<file path="src/rtl/uart_tx_fifo_pkg.sv">
// Shared definitions for the UART transmit FIFO: status word bit positions,
// IO word-address bit and a helper that packs the status word.
package uart_tx_fifo_pkg;

  localparam int UART_ST_LEVEL_LSB = 0;
  localparam int UART_ST_EMPTY_bit = 8;
  localparam int UART_ST_FULL_bit  = 9;
  localparam int UART_ST_OVF_bit   = 10;
  localparam int IO_UART_STAT_bit  = 3;

  // Status word as seen by the IO read mux; unused bits read as 0.
  function automatic logic [31:0] uart_status_word(input logic [4:0] lvl,
                                                   input logic       emp,
                                                   input logic       ful,
                                                   input logic       ovf);
    logic [31:0] st;
    st = '0;
    st[UART_ST_LEVEL_LSB +: 5] = lvl;
    st[UART_ST_EMPTY_bit]      = emp;
    st[UART_ST_FULL_bit]       = ful;
    st[UART_ST_OVF_bit]        = ovf;
    return st;
  endfunction

endpackage

</file>
<file path="src/rtl/uart_tx_fifo_sync_fifo.sv">
// Generic synchronous show-ahead FIFO: LUTRAM-style array with asynchronous
// read at the read index, wrap-bit pointers, status from registered pointers.
module sync_fifo #(
  parameter int DEPTH_LOG2 = 4,
  parameter int WIDTH      = 8
) (
  input  logic                  clk,
  input  logic                  reset,
  input  logic                  push,
  input  logic                  pop,
  input  logic [WIDTH-1:0]      din,
  output logic [WIDTH-1:0]      dout,
  output logic [DEPTH_LOG2:0]   level,
  output logic                  full,
  output logic                  empty
);

  localparam int DEPTH = 2 ** DEPTH_LOG2;

  logic [WIDTH-1:0]    mem [DEPTH];
  logic [DEPTH_LOG2:0] rp;
  logic [DEPTH_LOG2:0] wp;

  // Pointer update; reset discards everything queued.
  always_ff @(posedge clk) begin
    if (reset) begin
      rp <= '0;
      wp <= '0;
    end else begin
      if (push) wp <= wp + 1'b1;
      if (pop)  rp <= rp + 1'b1;
    end
  end

  // Array write; contents only cleared when initialization is configured.
  always_ff @(posedge clk) begin
`ifdef CONFIG_INITIALIZE
    if (reset) begin
      for (int unsigned i = 0; i < DEPTH; i++) mem[i] <= '0;
    end else if (push) begin
      mem[wp[DEPTH_LOG2-1:0]] <= din;
    end
`else
    if (push && !reset) mem[wp[DEPTH_LOG2-1:0]] <= din;
`endif
  end

  assign dout  = mem[rp[DEPTH_LOG2-1:0]];
  assign level = wp - rp;
  assign empty = (wp == rp);
  assign full  = (wp[DEPTH_LOG2] != rp[DEPTH_LOG2]) &&
                 (wp[DEPTH_LOG2-1:0] == rp[DEPTH_LOG2-1:0]);

endmodule

</file>
<file path="src/rtl/uart_tx_fifo.sv">
// UART transmit buffer: qualifies CPU pushes and emitter pops around a
// sync_fifo, keeps a sticky overflow flag and builds the status word.
module uart_tx_fifo
  import uart_tx_fifo_pkg::*;
#(
  parameter int DEPTH_LOG2 = 4,
  parameter int WIDTH      = 8
) (
  input  logic                  clk,
  input  logic                  reset,
  input  logic                  wr_valid,
  input  logic [WIDTH-1:0]      wr_data,
  input  logic                  clr_ovf,
  output logic [WIDTH-1:0]      o_data,
  output logic                  o_valid,
  input  logic                  i_ready,
  output logic [DEPTH_LOG2:0]   level,
  output logic                  full,
  output logic                  empty,
  output logic                  overflow,
  output logic [31:0]           status
);

  logic pop;
  logic push;
  logic drop;
  logic [4:0] level5;

  assign o_valid = !empty;
  assign pop     = o_valid & i_ready;
  // A pop frees a slot in the same cycle, so a push into a full FIFO is
  // accepted when the head leaves.
  assign push    = wr_valid & (!full | pop);
  assign drop    = wr_valid & full & !pop;

  sync_fifo #(
    .DEPTH_LOG2(DEPTH_LOG2),
    .WIDTH     (WIDTH)
  ) u_fifo (
    .clk  (clk),
    .reset(reset),
    .push (push),
    .pop  (pop),
    .din  (wr_data),
    .dout (o_data),
    .level(level),
    .full (full),
    .empty(empty)
  );

  // Sticky overflow: a dropped write takes priority over a clear.
  always_ff @(posedge clk) begin
    if (reset)        overflow <= 1'b0;
    else if (drop)    overflow <= 1'b1;
    else if (clr_ovf) overflow <= 1'b0;
  end

  assign level5 = 5'(level);
  assign status = uart_status_word(level5, empty, full, overflow);

endmodule

</file>
<file path="config.mk">
export PLATFORM = sky130hd
export DESIGN_NAME = uart_tx_fifo
export DESIGN_NICKNAME = d
export VERILOG_FILES = /design/src/rtl/uart_tx_fifo_pkg.sv /design/src/rtl/uart_tx_fifo_sync_fifo.sv /design/src/rtl/uart_tx_fifo.sv
export SDC_FILE = /design/constraint.sdc
export NUM_CORES = 1
export LEC_CHECK = 0
export CAP_MARGIN = 15
export CORE_ASPECT_RATIO = 1.1
export CORE_MARGIN = 3
export CORE_UTILIZATION = 25
export CTS_BUF_LIST = sky130_fd_sc_hd__clkbuf_16
export DETAILED_ROUTE_END_ITERATION = 8
export GPL_TIMING_DRIVEN = 1
export HOLD_SLACK_MARGIN = 0.12
export RECOVER_POWER = 100
export SLEW_MARGIN = 20
export SYNTH_ARGS = -nofsm -noshare
export SYNTH_HDL_FRONTEND = slang
export SYNTH_SLANG_ARGS = --single-unit
</file>
<file path="constraint.sdc">
create_clock -name clk -period 7.2 [get_ports clk]
set_input_delay 2.16 -clock clk [delete_from_list [all_inputs] [get_ports clk]]
set_output_delay 2.16 -clock clk [all_outputs]
set_load 0.005 [all_outputs]
</file>
==> metrics.txt, run 1 <==
reg-to-reg endpoint=u_fifo.mem[9][7]; hold depth=2; Hold Buf Count CTS=0; Root Buffer=clkbuf_16; Post-CTS Resized=0; period utilisation layout=about three quarters; WL per Instance=between 15 and 20 µm; number of synthesized flops with an enable pin=128; total CTS buffers=17; clk slew on worst S/H paths=0.07 ns; register area share after synthesis=approximately 69%; synth unique cells=35; Synth Area per Inst=17.2 µm²; via/cell ratio=between 4 and 5; Vias=3085; largest net degree at the start of global routing=33; core area=roughly 23000 µm²; worst-path fanout max=23; fin crit period=about 5.4 ns; Worst Max-Slew Pin Slew=~1.3 ns; slowest cell on the critical path=dfxtp_1; final hold violation count=0; R2R setup slack=approximately 4.2 ns; DRT iter0 DRCs=between 200 and 250; All-Layer GR Usage=about a tenth; setup_tns=0 ns; Layout area overhead=19.2%; first-pass GRT wire length=a little under 20000 µm; die width=154 µm; Final Wtd Congestion=0.761; crit path cell chain=buf_4, mux4_2, a22oi_1, nand2_1, dlygate4sd3_1; initial core utilization=between 20% and 30%; fin cells=about 700; Cell Area, Synth=about 6000 µm²; Die H=168 µm; Worst EP arrival=roughly 3.3 ns; status=complete, no violations; Setup CP Type=flip-flop to primary output; Hold Crit Class=flip-flop to flip-flop; final net count=between 400 and 500; Slew Limit Fails=0; Synth Flop Type=edfxtp_1; Routed WL=~12000 µm; pwr/cell area=approximately 290 nW/µm²; critical path's largest stage delay=between 0.7 and 0.8 ns; RSZ-0062 raised after global routing=false; kind of end point of the critical path=primary output; clk sink count=between 100 and 150; yosys warns=0; max_cap viols=0; DRT Pass-1 Iters=4; ANT cells=0; fin area=approximately 7100 µm²; H-tree depth=4; post-CTS setup buffer count=0; Async SR Flop Fraction=0%; CP Data Required Time=~5 ns; peak supply drop=~140 µV; vias in the first global route=approximately 3.3k; die area=between 20000 and 30000 µm²; most frequent cells in the layout=128 x edfxtp_1, 34 x dlygate4sd3_1, 32 x mux4_2, 24 x conb_1, 18 x nor2_1; Ports=between 60 and 70; # fillers=roughly 2.3k; clock skew=about 0.007 ns; Hold EP=overflow; most common cell after layout, fill and taps aside=edfxtp_1; worst-skew pair later-pin latency=between 0.4 and 0.5 ns; CTS tree=built; IO Port Bufs=37; Max Clk Rate=about 180 MHz; DP Cell Count=672; clk buf depth=2; startpoint types=flip-flop; RR Startpoint=u_fifo.wp[0]; DPL Wire Length=8360 µm; initial antenna violation count=0; dpl cell area=roughly 6600 µm²; LEAKAGE=roughly 2.3 nW; DRC viols=0; Syn Inst Count=~350; worst r2r path cells=6; Post-DRT Antenna Nets=0; Congestion Overflow GR=0; Seq cells post-synth=143; HP Start=overflow; final setup fails=0; layout cells sized above 1=roughly 16%; # rows=58; worst relative slew slack=around an eighth
[through the flow]
stage / hold WS [ns] / setup WS [ns] / power [W] / util [%]
2_1_floorplan: 0.468 / 3.41 / 0.00115 / -
3_3_place_gp: 0.474 / 2.53 / 0.00125 / 28.3
3_5_place_dp: 0.479 / 2.52 / 0.00126 / 28.3
4_1_cts: 0.492 / 2.07 / 0.00210 / 30.9
5_1_grt: 0.509 / 1.53 / 0.00215 / 30.7
6_report: 0.475 / 1.79 / 0.00206 / 30.7
[Yosys cell counts (5+ instances only)]
master / count / share of area (%)
nor2_1: 18 / 1.1
buf_4: 35 / 4.4
nand2b_1: 10 / 1.0
nand2_1: 10 / 0.63
xnor2_1: 9 / 1.3
a21oi_1: 7 / 0.58
nand3_1: 5 / 0.42
ha_1: 9 / 1.9
mux4_2: 32 / 12
edfxtp_1: 128 / 64
a22oi_1: 16 / 2.0
dfxtp_1: 15 / 5.0
inv_1: 12 / 0.75
[critical path: cells and delay by family, from the launching register on]
kind / cells / cell delay (ns)
AOI/OAI and AO/OA: 1 / 0.24
buffers and inverters: 2 / 1.14
DFF: 1 / 0.75
muxes: 1 / 0.56
and+or+nand+nor: 1 / 0.14
[worst max path at each step]
stage            startpoint         to  cells after the start
2_1_floorplan  u_fifo.wp[0]  status[4]                      8
3_3_place_gp      flip-flop  o_data[6]                      5
3_5_place_dp      flip-flop  o_data[6]                      5
4_1_cts           flip-flop  o_data[6]                      5
5_1_grt           flip-flop  o_data[6]                      5
6_report          flip-flop  o_data[2]                      5
[report_power, final]
| part | internal [W] | total, W | switching [W] |
|---|---|---|---|
| Sequential | 0.000914 | 0.000937 | 0.0000232 |
| Clock | 0.000465 | 0.000848 | 0.000383 |
| Combinational | 0.000153 | 0.000275 | 0.000122 |
| Total | 0.00153 | 0.00206 | 0.000529 |
[sequential cells by signal (all words and copies together) (netlist names), named ones only]
signal,cells
u_fifo.wp,5
u_fifo.rp,5
u_fifo.mem,128
overflow,1
[final cells by class]
cell class                      instances  area [µm²]  share of cell area (%)
Sequential cell                       143        4150                    58.1
Inverter                               12        45.0                   0.631
Clock buffer                           17         425                    5.96
Multi-Input combinational cell        171        1570                    22.0
Tap cell                              300         375                    5.26
Timing Repair Buffer                   46         408                    5.72
Clock inverter                         15         169                    2.37
[cells by family (layout without fill, tap and decap cells)]
family	after synthesis	after routing	synth area share, %
flip-flops	143	143	69.2
AND/OR/NAND/NOR	61	61	5.08
buffers and inverters	58	90	5.91
multiplexers	33	33	12.2
AO/OA/AOI/OAI	32	32	3.74
XOR/XNOR	11	11	1.61
adder cells (fa/ha/maj)	10	10	2.21
other	1	24	0.0626
[routing by layer]
metal  vias to the layer above  GRT usage [%]  wire length [µm]
met1                      1579           13.1              5350
met2                       115           15.5              6010
met3                         8           3.11               888
met4                         0           3.00               119
li1                       1383              -                 -
met5                         -              0                 0
(Power assumes the default switching activity.)
==> run 2: changes to the inputs <==
==> constraint.sdc (replaced) <==
create_clock -name clk -period 5.3 [get_ports clk]
set_input_delay 1.59 -clock clk [delete_from_list [all_inputs] [get_ports clk]]
set_output_delay 1.59 -clock clk [all_outputs]
set_load 0.005 [all_outputs]
==> run 2 against run 1 <==
Critical path depth did not move. Wire length increased by 0.57%. Via count grew 0.39%. Global-route usage grew 0.18 points. First-iteration DRC count is 34% higher. Final area is 0.49% lower. Critical endpoint is now o_data[1]. Largest power group unchanged.
==> metrics.txt, run 2 (synthesis results as in run 1) <==
Hold WS=about 0.5 ns; Hold Crit Class=flip-flop to flip-flop; Worst Max-Slew Pin Slew=1.40 ns; post-CTS setup buffer count=0; status=complete, no violations; IO Port Bufs=37; Vias=3097; final setup fails=0; H-tree depth=4; max FFs per register=between 100 and 150; total CTS buffers=17; HP Start=overflow; vias in the first global route=3336; Routed WL=approximately 12000 µm; via/cell ratio=between 4 and 5; core area=between 20000 and 25000 µm²; RR Startpoint=u_fifo.wp[2]; Setup CP Type=flip-flop to primary output; Max Clk Rate=approximately 210 MHz; worst relative slew slack=6.12%; worst-path fanout max=20; Root Buffer=clkbuf_16; DRT Pass-1 Iters=4; All-Layer GR Usage=between 10 and 15%; initial core utilization=25.8%; die width=around 150 µm; Die H=around 170 µm; Post-DRT Antenna Nets=0; die area=around 26000 µm²; most common cell after layout, fill and taps aside=edfxtp_1; ANT cells=0; clk sink count=between 100 and 150; CTS tree=built; DRT iter0 DRCs=roughly 280; peak supply drop=roughly 250 µV; DPL Wire Length=between 8000 and 9000 µm; final hold violation count=0; worst-skew pair later-pin latency=0.41 ns; kind of end point of the critical path=primary output; Layout area overhead=18.6%; Worst EP arrival=approximately 3.1 ns; CP Data Required Time=3.71 ns; Largest Register=u_fifo.mem; WL per Instance=roughly 18 µm; layout cells sized above 1=15.8%; most frequent cells in the layout=128 x edfxtp_1, 32 x mux4_2, 30 x dlygate4sd3_1, 24 x conb_1, 18 x nor2_1; RSZ-0062 raised after global routing=false; largest net degree at the start of global routing=33; clk slew on worst S/H paths=roughly 0.06 ns; LEAKAGE=around 2.3 nW; initial antenna violation count=0; fin crit period=around 4.7 ns; clock skew=0.00838 ns; final net count=~420; max_cap viols=0; # rows=58; setup_tns=0 ns; DRC viols=0; Hold Buf Count CTS=0; Post-CTS Resized=0; clk buf depth=2; Congestion Overflow GR=0; startpoint types=flip-flop; pwr/cell area=around 390 nW/µm²; Top Registers=u_fifo.mem: 128 flops, u_fifo.rp: 5 flops, u_fifo.wp: 5 flops; Slew Limit Fails=0; first-pass GRT wire length=about 20000 µm; period utilisation layout=89.0%; Ports=62; Final Wtd Congestion=between 0.7 and 0.8
## run 2: cell types whose count changed in the layout (fill, tap and decap cells not counted), sizes merged
cell and change:
clkbuf +1, inv -3, bufinv +1, dlygate4sd3 -4
clkdlybuf4s50 +4, clkinv +1, clkinvlp +1, buf +1
## run 2: layer usage
metal  routed length (µm)  GRT usage (%)
met1                 5470           13.5
met2                 5950           15.3
met3                  886           3.50
met4                  136           3.26
met5                    0              0
## run 2: worst paths after layout
kind                                    endpoint  slack (ns)  cells after the start
worst min-delay path                    overflow        0.49                      2
worst max-delay path                   o_data[1]        0.58                      5
worst min register to register          overflow        0.49                      2
worst max register to register  u_fifo.mem[8][0]        2.22                      5
## run 2: final cells by class
cell class,instances,area [µm²]
flip-flops and latches,143,4150
well taps,300,375
clock buffers,17,425
fillers,2282,16100
clock inverters,15,123
inverters,12,45.0
multi-input cells,171,1570
repair buffers,48,419
## run 2: worst max-delay path, stage by stage (launching register included)
cell and delay, ns:
dfxtp_2 0.81, clkbuf_1 0.47, mux4_2 0.57, a22oi_1 0.19, nand2_1 0.09, dlygate4sd3_1 0.58
## run 2: per-stage QoR
| step | utilization (%) | worst slack [ns] | std cells | total power [W] | cell area, µm² |
|---|---|---|---|---|---|
| 3_5_place_dp | 28.4 | 1.16 | 674 | 0.00171 | 6600 |
| 3_3_place_gp | 28.4 | 1.20 | 674 | 0.00170 | 6600 |
| 2_1_floorplan | - | 2.08 | 372 | 0.00156 | 6080 |
| 6_report | 30.6 | 0.581 | 706 | 0.00274 | 7100 |
| 5_1_grt | 30.6 | 0.339 | 706 | 0.00287 | 7100 |
| 4_1_cts | 30.8 | 0.715 | 706 | 0.00280 | 7140 |
## run 2: power breakdown
part	total, W	internal, W	leakage, nW	switching, W
logic	0.000378	0.000212	0.745	0.000165
registers	0.00128	0.00124	1.28	0.0000335
clock network	0.00109	0.000641	0.269	0.000447
==> run 3: changes to the inputs <==
--- a/config.mk
+++ b/config.mk
@@ -7,7 +7,7 @@
 export LEC_CHECK = 0
 export CAP_MARGIN = 15
 export CORE_ASPECT_RATIO = 1.1
-export CORE_MARGIN = 3
+export CORE_MARGIN = 5
 export CORE_UTILIZATION = 25
 export CTS_BUF_LIST = sky130_fd_sc_hd__clkbuf_16
 export DETAILED_ROUTE_END_ITERATION = 8
==> run 3 against run 2 <==
Clock power is 5% higher. Final area is 0.79% higher. Clock-buffer cell count stayed put. Clock skew is 0.0020 ns higher. Sequential cell count stayed put. Worst hold slack worse by 0.0060 ns. Power is 1.8% higher. First-iteration DRC count is 33% lower. Cell count is 0.85% higher. Sequential share of layout area is 0.46 points lower. Largest cell class unchanged.
==> metrics.txt, run 3 (synthesis results as in run 1) <==
setup_tns=0 ns; Post-DRT Antenna Nets=0; Max Clk Rate=215 MHz; max FFs per register=128; final setup margin=0.655 ns; Hold Crit Class=flip-flop to flip-flop; Layout area overhead=19.5%; most common cell after layout, fill and taps aside=edfxtp_1; HP Start=overflow; RR Startpoint=u_fifo.wp[0]; clk buf depth=2; startpoint types=flip-flop; period utilisation layout=around 88%; RSZ-0062 raised after global routing=false; # rows=59; Slew Limit Fails=0; DRT Pass-1 Iters=4; critical path's largest stage delay=about 0.63 ns; Top Registers=u_fifo.mem: 128 flops, u_fifo.rp: 5 flops, u_fifo.wp: 5 flops; post-CTS setup buffer count=0; final net count=between 400 and 500; Largest Register=u_fifo.mem; Final Wtd Congestion=0.753; largest net degree at the start of global routing=17; initial antenna violation count=1; ANT cells=0; CP Data Required Time=3.71 ns; die width=between 150 and 200 µm; H-tree depth=4; CTS tree=built; via/cell ratio=4.28; worst-skew pair later-pin latency=0.42 ns; status=complete, no violations; Vias=between 3k and 4k; core area=between 20000 and 25000 µm²; final setup fails=0; first-pass GRT wire length=between 15000 and 20000 µm; post-place setup slack=1.32 ns; crit path cell chain=clkbuf_2, mux4_2, a22oi_1, nand2_1, dlygate4sd3_1; Post-CTS Resized=0; die area=~27000 µm²; DPL Wire Length=~8000 µm; Root Buffer=clkbuf_16; Setup CP Type=flip-flop to primary output; Routed WL=roughly 12000 µm; worst-path fanout max=14; Die H=172 µm; DRC viols=0; Worst Max-Slew Pin Slew=1.45 ns; clk sink count=143; pwr/cell area=~390 nW/µm²; fin crit period=about 4.6 ns; peak supply drop=between 150 and 200 µV; vias in the first global route=3332; All-Layer GR Usage=under 10%; slowest cell on the critical path=dfxtp_2; most frequent cells in the layout=128 x edfxtp_1, 32 x mux4_2, 32 x dlygate4sd3_1, 24 x conb_1, 18 x nor2_1; clk slew on worst S/H paths=approximately 0.06 ns; total CTS buffers=17; Ports=between 60 and 70; Worst EP arrival=3.05 ns; Congestion Overflow GR=0; kind of end point of the critical path=primary output; max_cap viols=0; DRT iter0 DRCs=188; worst relative slew slack=under 10%; Hold Buf Count CTS=0; LEAKAGE=2.31 nW; initial core utilization=between 20% and 30%; WL per Instance=between 15 and 20 µm; layout cells sized above 1=17.2%; clock skew=0.0104 ns; final hold violation count=0; IO Port Bufs=37
-- run 3: through the flow --
stage	cell area, µm²	util (%)	instances	hold WS (ns)	power [W]
4_1_cts	7200	30.5	712	0.490	0.00285
3_3_place_gp	6620	28.0	680	0.475	0.00170
5_1_grt	7160	30.3	712	0.524	0.00291
6_report	7160	30.3	712	0.482	0.00279
3_5_place_dp	6620	28.0	680	0.476	0.00170
2_1_floorplan	6080	-	372	0.468	0.00156
-- run 3: area by class of cell --
cell class	count	area (µm²)
Fill cell	2305	16500
Timing Repair Buffer	49	428
Clock inverter	15	151
Multi-Input combinational cell	171	1580
Clock buffer	17	425
Inverter	12	45.0
Tap cell	305	382
Sequential cell	143	4150
-- run 3: report_power, final --
group / switching, W / internal, W / leakage, nW / total (W)
combinational: 0.000163 / 0.000212 / 0.756 / 0.000375
sequential: 0.0000294 / 0.00124 / 1.28 / 0.00127
clock: 0.000482 / 0.000661 / 0.279 / 0.00114
-- run 3: path summary, 6_finish.rpt --
| check | endpoint | slack [ns] | cells after the start |
|---|---|---|---|
| max | o_data[2] | 0.66 | 5 |
| min | overflow | 0.48 | 2 |
| max reg2reg | u_fifo.mem[9][6] | 2.21 | 6 |
| min reg2reg | overflow | 0.48 | 2 |
-- run 3: routing by layer --
| layer | GRT usage [%] | vias to the layer above | part of all wire, % |
|---|---|---|---|
| met5 | 0 | - | 0.058 |
| met4 | 2.66 | 2 | 1.3 |
| met3 | 2.93 | 19 | 7.1 |
| met2 | 15.1 | 103 | 50 |
| met1 | 12.1 | 1533 | 42 |
| li1 | - | 1388 | - |
-- run 3: critical path, delay by kind of cell, from the launching register on --
kind	cells	cell delay [ns]
buffers and inverters	2	1.07
muxes	1	0.57
DFF	1	0.63
and+or+nand+nor	1	0.09
AOI/OAI and AO/OA	1	0.27
